### src/rtl/eca_pkg.sv
// Shared types and constants for the elementary cellular automaton engine.
// Holds the controller state encoding and the power-on defaults.
package eca_pkg;

  typedef enum logic [1:0] {
    IDLE = 2'd0,
    RUN  = 2'd1,
    DONE = 2'd2
  } eca_state_e;

  localparam logic [7:0] RULE_110      = 8'd110;
  localparam int         GEN_W_DEFAULT = 16;

endpackage

### src/rtl/eca_rule_cell.sv
// One automaton cell: looks up its next state in the Wolfram rule table.
// The neighbourhood is ordered {left, centre, right}.
module eca_rule_cell (
  input  logic [2:0] nbhd,
  input  logic [7:0] rule,
  output logic       next_state
);

  assign next_state = rule[nbhd];

endmodule

### src/rtl/eca_engine.sv
// Elementary cellular automaton engine with block-wide host access.
// Runs a requested number of generations under a small IDLE/RUN/DONE controller.
module eca_engine
  import eca_pkg::*;
#(
  parameter int NUM_CELLS = 240,
  parameter int BLOCK_W   = 8,
  parameter int WRAP      = 1,
  parameter int GEN_W     = GEN_W_DEFAULT,
  localparam int NUM_BLOCKS = NUM_CELLS / BLOCK_W,
  localparam int ADDR_W     = (NUM_BLOCKS > 1) ? $clog2(NUM_BLOCKS) : 1
) (
  input  logic              clk,
  input  logic              reset,
  input  logic [7:0]        rule,
  input  logic              rule_load,
  input  logic              wr_en,
  input  logic [ADDR_W-1:0] wr_addr,
  input  logic [BLOCK_W-1:0] wr_data,
  input  logic [ADDR_W-1:0] rd_addr,
  output logic [BLOCK_W-1:0] rd_data,
  input  logic              start,
  input  logic [GEN_W-1:0]  n_gens,
  input  logic              halt,
  output logic              busy,
  output logic              done,
  output logic [GEN_W-1:0]  gen_count,
  output logic              wr_err
);

  eca_state_e          state_q, state_d;
  logic [NUM_CELLS-1:0] cells_q, cells_d;
  logic [NUM_CELLS-1:0] next_cells;
  logic [7:0]          rule_q, rule_d;
  logic [GEN_W-1:0]    remain_q, remain_d;
  logic [GEN_W-1:0]    gen_count_q, gen_count_d;
  logic [BLOCK_W-1:0]  rd_data_q, rd_data_d;
  logic                wr_err_q, wr_err_d;

  logic wrap_left, wrap_right;

  // Cell NUM_CELLS-1 is the left end; the edges either wrap or see a constant 0.
  assign wrap_left  = (WRAP != 0) ? cells_q[0]           : 1'b0;
  assign wrap_right = (WRAP != 0) ? cells_q[NUM_CELLS-1] : 1'b0;

  for (genvar i = 0; i < NUM_CELLS; i++) begin : g_cell
    logic left_n, right_n;

    if (i == NUM_CELLS - 1) begin : g_left_edge
      assign left_n = wrap_left;
    end else begin : g_left_inner
      assign left_n = cells_q[i+1];
    end

    if (i == 0) begin : g_right_edge
      assign right_n = wrap_right;
    end else begin : g_right_inner
      assign right_n = cells_q[i-1];
    end

    eca_rule_cell u_rule_cell (
      .nbhd       ({left_n, cells_q[i], right_n}),
      .rule       (rule_q),
      .next_state (next_cells[i])
    );
  end

  always_comb begin
    state_d     = state_q;
    cells_d     = cells_q;
    rule_d      = rule_q;
    remain_d    = remain_q;
    gen_count_d = gen_count_q;
    wr_err_d    = 1'b0;
    rd_data_d   = '0;

    // Out-of-range read addresses match no block and so return 0.
    for (int b = 0; b < NUM_BLOCKS; b++) begin
      if ({1'b0, rd_addr} == (ADDR_W+1)'(b)) begin
        rd_data_d = cells_q[b*BLOCK_W +: BLOCK_W];
      end
    end

    unique case (state_q)
      IDLE: begin
        if (wr_en) begin
          for (int b = 0; b < NUM_BLOCKS; b++) begin
            if ({1'b0, wr_addr} == (ADDR_W+1)'(b)) begin
              cells_d[b*BLOCK_W +: BLOCK_W] = wr_data;
            end
          end
        end
        if (rule_load) begin
          rule_d = rule;
        end
        // A write in the same cycle wins; the start request is dropped and flagged.
        if (start) begin
          if (wr_en) begin
            wr_err_d = 1'b1;
          end else if (n_gens == '0) begin
            state_d = DONE;
          end else begin
            state_d  = RUN;
            remain_d = n_gens;
          end
        end
      end

      RUN: begin
        wr_err_d = wr_en | rule_load | start;
        if (!halt) begin
          cells_d     = next_cells;
          remain_d    = remain_q - GEN_W'(1);
          gen_count_d = gen_count_q + GEN_W'(1);
          if (remain_q == GEN_W'(1)) begin
            state_d = DONE;
          end
        end
      end

      DONE: begin
        wr_err_d = wr_en | rule_load | start;
        state_d  = IDLE;
      end

      default: begin
        state_d = IDLE;
      end
    endcase
  end

  always_ff @(posedge clk) begin
    if (reset) begin
      state_q     <= IDLE;
      cells_q     <= NUM_CELLS'(1);
      rule_q      <= RULE_110;
      remain_q    <= '0;
      gen_count_q <= '0;
      rd_data_q   <= '0;
      wr_err_q    <= 1'b0;
    end else begin
      state_q     <= state_d;
      cells_q     <= cells_d;
      rule_q      <= rule_d;
      remain_q    <= remain_d;
      gen_count_q <= gen_count_d;
      rd_data_q   <= rd_data_d;
      wr_err_q    <= wr_err_d;
    end
  end

  assign busy      = (state_q == RUN);
  assign done      = (state_q == DONE);
  assign gen_count = gen_count_q;
  assign rd_data   = rd_data_q;
  assign wr_err    = wr_err_q;

endmodule

### config.mk
export PLATFORM = sky130hd
export DESIGN_NAME = eca_engine
export DESIGN_NICKNAME = d
export VERILOG_FILES = /design/src/rtl/eca_pkg.sv /design/src/rtl/eca_rule_cell.sv /design/src/rtl/eca_engine.sv
export SDC_FILE = /design/constraint.sdc
export NUM_CORES = 1
export LEC_CHECK = 0
export BUFFER_PORTS_ARGS = -buffer_cell sky130_fd_sc_hd__buf_2
export CAP_MARGIN = 20
export CORE_AREA = 2 2 200 349
export CTS_BUF_LIST = sky130_fd_sc_hd__clkbuf_16
export CTS_CLUSTER_SIZE = 12
export DETAILED_ROUTE_END_ITERATION = 8
export DIE_AREA = 0 0 202 351
export GPL_TIMING_DRIVEN = 1
export SYNTH_ARGS = -nofsm -noshare
export SYNTH_HDL_FRONTEND = slang
export SYNTH_SLANG_ARGS = --single-unit
### constraint.sdc
create_clock -name clk -period 2 [get_ports clk]
set_input_delay 0.1 -clock clk [delete_from_list [all_inputs] [get_ports clk]]
set_output_delay 0.1 -clock clk [all_outputs]
set_load 0.01 [all_outputs]
==> key figures <==
Detailed routing
  – Routed Wire Length: 129900 um
  – 1st-iter DRT viols: 3661
  – Routed length per instance: 31.16 um
  – Antenna viol nets, final: 0
  – Pre-Repair DR Iteration Count: 6
  – Vias: 29750
  – Routed vias/inst: between 7 and 8
  – DRC errors left: 0

Final layout
  – Final Instance Area: 0.03748 mm2
  – Area Overhead vs Synth: 23.43%
  – Antenna Diode Count: 0
  – Fin cells: 4169
  – Layout cell share with drive strength beyond 1: 44.21%
  – Filler cell count: 5827
  – NumNets Final: 3294

Power
  – Sequential Power Share: 19.7%
  – Clock Power Share: about an eighth
  – Power Dens Cells: 1501 mW/mm2
  – Maximum vdd drop: approximately 0.00063 V
  – Power Internal: 30.96 mW
  – Leak Pwr: roughly 13 nW
  – Net Sw Frac: 44.99%
  – Psw: roughly 25 mW
  – Logic pwr share: approximately two thirds

Synthesis
  – Post-Synthesis Cells: about 3100
  – EDFF count, synth: 0
  – Mean Syn Cell Area: approximately 9.7 um2
  – Sequential element share of the synthesized area: 19.18%
  – #FFs+latches synth: 291
  – Post-Syn Nets: 3177
  – Yosys top cell by area: mux4_2
  – Post-Syn Area: 0.03037 mm2
  – Most common cell in the netlist: clkbuf_1
  – Post-synth top area share: 35.97%
  – Area contributors post-synth: mux4_2 (36%), dfxtp_1 (19%), mux2i_1 (8.3%)
  – Post-synth cell types: 84
  – Warnings, synthesis: 0
  – Synth async-reset ratio: 0%
  – Top FF cell, synth: dfxtp_1
  – Top cells by count, synth: clkbuf_1 (535), mux4_2 (485), nand2_1 (345)

GRT
  – Initial antenna violation count: 3
  – GRT Total Usage: 34.77%
  – Largest net degree at the start of global routing: between 90 and 100
  – Overflow after GRT: 0
  – Vias in the first global route: 28550
  – First-pass GRT wire length: between 150000 and 200000 um

Placed design
  – Placed Area: ~0.034 mm2
  – Inst Count DP: 4023
  – Final GP Congestion: 1.066
  – Port Buf Inserts: 74
  – Post-detail-place hpwl: 85330 um

Run
  – Max Cap Viol: 0

Critical path
  – Kind of critical path: reg2reg
  – CP required: 2.50 ns
  – CP max FO: 12
  – WP data arrival: approximately 2.6 ns
  – CP Capture Type: flip-flop
  – Crit start category: flip-flop

Floorplan
  – FP Rows: 127
  – Die Y: around 350 um
  – Die width: approximately 200 um
  – Initial Utilization: 44.55%
  – Core footprint: 0.06817 mm2
  – I/O pin cnt: 75
  – Die area: between 0.07 and 0.08 mm2

Timing
  – Max_slew headroom: 49.52%
  – Min cycle time layout: 2.082 ns
  – RSZ-0062 raised after global routing: true
  – Fin worst setup slack: -0.08225 ns
  – Fmax: 0.4803 GHz
  – Fin. max-slew vios: 0
  – Tcrit/Tclk final: 104.1%
  – Worst-Margin Slew: 0.7572 ns
  – Final count of negative-setup-slack endpoints: 145
  – Final hold violation count: 0
  – Worst Skew: 0.03084 ns

Worst hold path
  – HP Class: in2reg

Status
  – Violated checks: setup timing
  – Status: finished, violations left

Clock network
  – CTS Buf Count: 36
  – Clock Sink Count: roughly 290
  – Clock transition at the registers of the reported paths: 0.06 ns
  – H-tree depth: 2
  – CTS root buffer: clkbuf_16
  – Clk_lat worst skew: 0.60 ns
  – Clk buf depth: 3
  – TritonCTS clock tree: done
[per-stage QoR]
step / setup slack, ns / utilization (%) / setup TNS (ns) / total power [mW] / hold slack, ns
after global routing: -0.1386 / 54.99 / -15.22 / 58.44 / 0.04729
after detailed placement: -0.2900 / 50.51 / -42.04 / 44.43 / 0.3680
after CTS: -0.004794 / 52.87 / -0.004794 / 51.90 / 0.0001666
after floorplan: 0.01628 / - / 0 / 32.80 / 0.2475
after global placement: -0.3368 / 50.51 / -31.46 / 43.44 / 0.3539
final: -0.08225 / 54.99 / -3.223 / 56.28 / 0.01868
[power by group through the flow]
stage,sequential [mW],combinational [mW],clock (mW)
6_report,11.1,38.5,6.66
5_1_grt,11.2,40.3,6.88
2_1_floorplan,8.05,24.8,0
4_1_cts,11.0,34.2,6.71
3_5_place_dp,11.1,33.3,0
3_3_place_gp,11.0,32.4,0
[routing by layer]
metal	wire length [um]	share of wire [%]	global-route usage, %	vias up
li1	-	-	-	12190
met5	27	0.021	0	-
met4	14110	11	31.59	4
met3	9961	7.7	4.882	547
met2	63650	49	58.32	1974
met1	42180	32	38.29	15040
[area by class of cell]
cell class                 instances  area, um2  area share (%)
clock inverter                    28      183.9          0.4907
inverter                          18      67.56          0.1803
timing repair buffer             717       6406           17.09
tap                              903       1130           3.014
sequential                       291       5864           15.65
multi-input combinational       2175      22910           61.11
clock buffer                      37      925.9           2.470
[final timing paths]
path / start / end / slack (ns) / cells after the start
setup / recovery: state_q[1] / cells_q[154] / -0.08 / 11
hold / removal: rule_load / rule_q[3] / 0.02 / 3
setup reg to reg: state_q[1] / cells_q[154] / -0.08 / 11
hold reg to reg: remain_q[11] / remain_q[11] / 0.49 / 2
[cell usage in the layout (no fill, tap or decap), types with 11 or more instances in the layout]
cell,n
buf_2,75
buf_8,14
buf_6,30
nor4_1,12
dlygate4sd3_1,30
clkbuf_16,41
nand2b_1,14
mux2i_1,253
nor3_1,28
nor2b_1,22
o21ai_1,15
nand3_1,23
buf_4,496
a211oi_1,11
nand2_8,15
nand2_1,315
buf_12,61
dfxtp_1,278
clkinv_1,12
nand2_4,13
mux2_2,12
and3_1,20
mux4_2,485
a21oi_1,186
a22oi_1,13
inv_1,21
a21oi_2,130
o22ai_1,14
o21ai_0,63
a211o_1,244
nor2_1,82
[worst max-delay path, cell delays in order, from the launching register on]
cell,delay (ns)
dfxtp_2,0.32
inv_2,0.08
ha_4,0.17
nor2b_4,0.15
a21oi_2,0.05
a21oi_2,0.12
buf_6,0.19
buf_12,0.20
nand2_2,0.10
buf_6,0.16
a211o_1,0.27
a21oi_1,0.13
[sequential cells by signal (all words and copies together), names as in the netlist]
name and flops:
wr_err 1, remain_q 16, state_q 2, cells_q 240, rd_data 8, gen_count 16
rule_q 8
[cell families after synthesis]
logic type	count (synthesis)	synth area share (%)
AO/OA/AOI/OAI	781	17.43
adder cells (fa/ha/maj)	7	0.2884
buffers and inverters	656	8.529
multiplexers	750	44.75
XOR/XNOR	13	0.3749
AND/OR/NAND/NOR	624	9.443
flip-flops	291	19.18
[what timing repair did]
item	in CTS	in global routing
hold endpoints to repair	59	0
endpoints found under the setup margin	248	237
gates resized for setup	25	304
pin swaps	0	188
cloned	3	27
setup buffers	3	18
hold buffers	30	0
No activity file was read; power rests on OpenSTA's default activity.
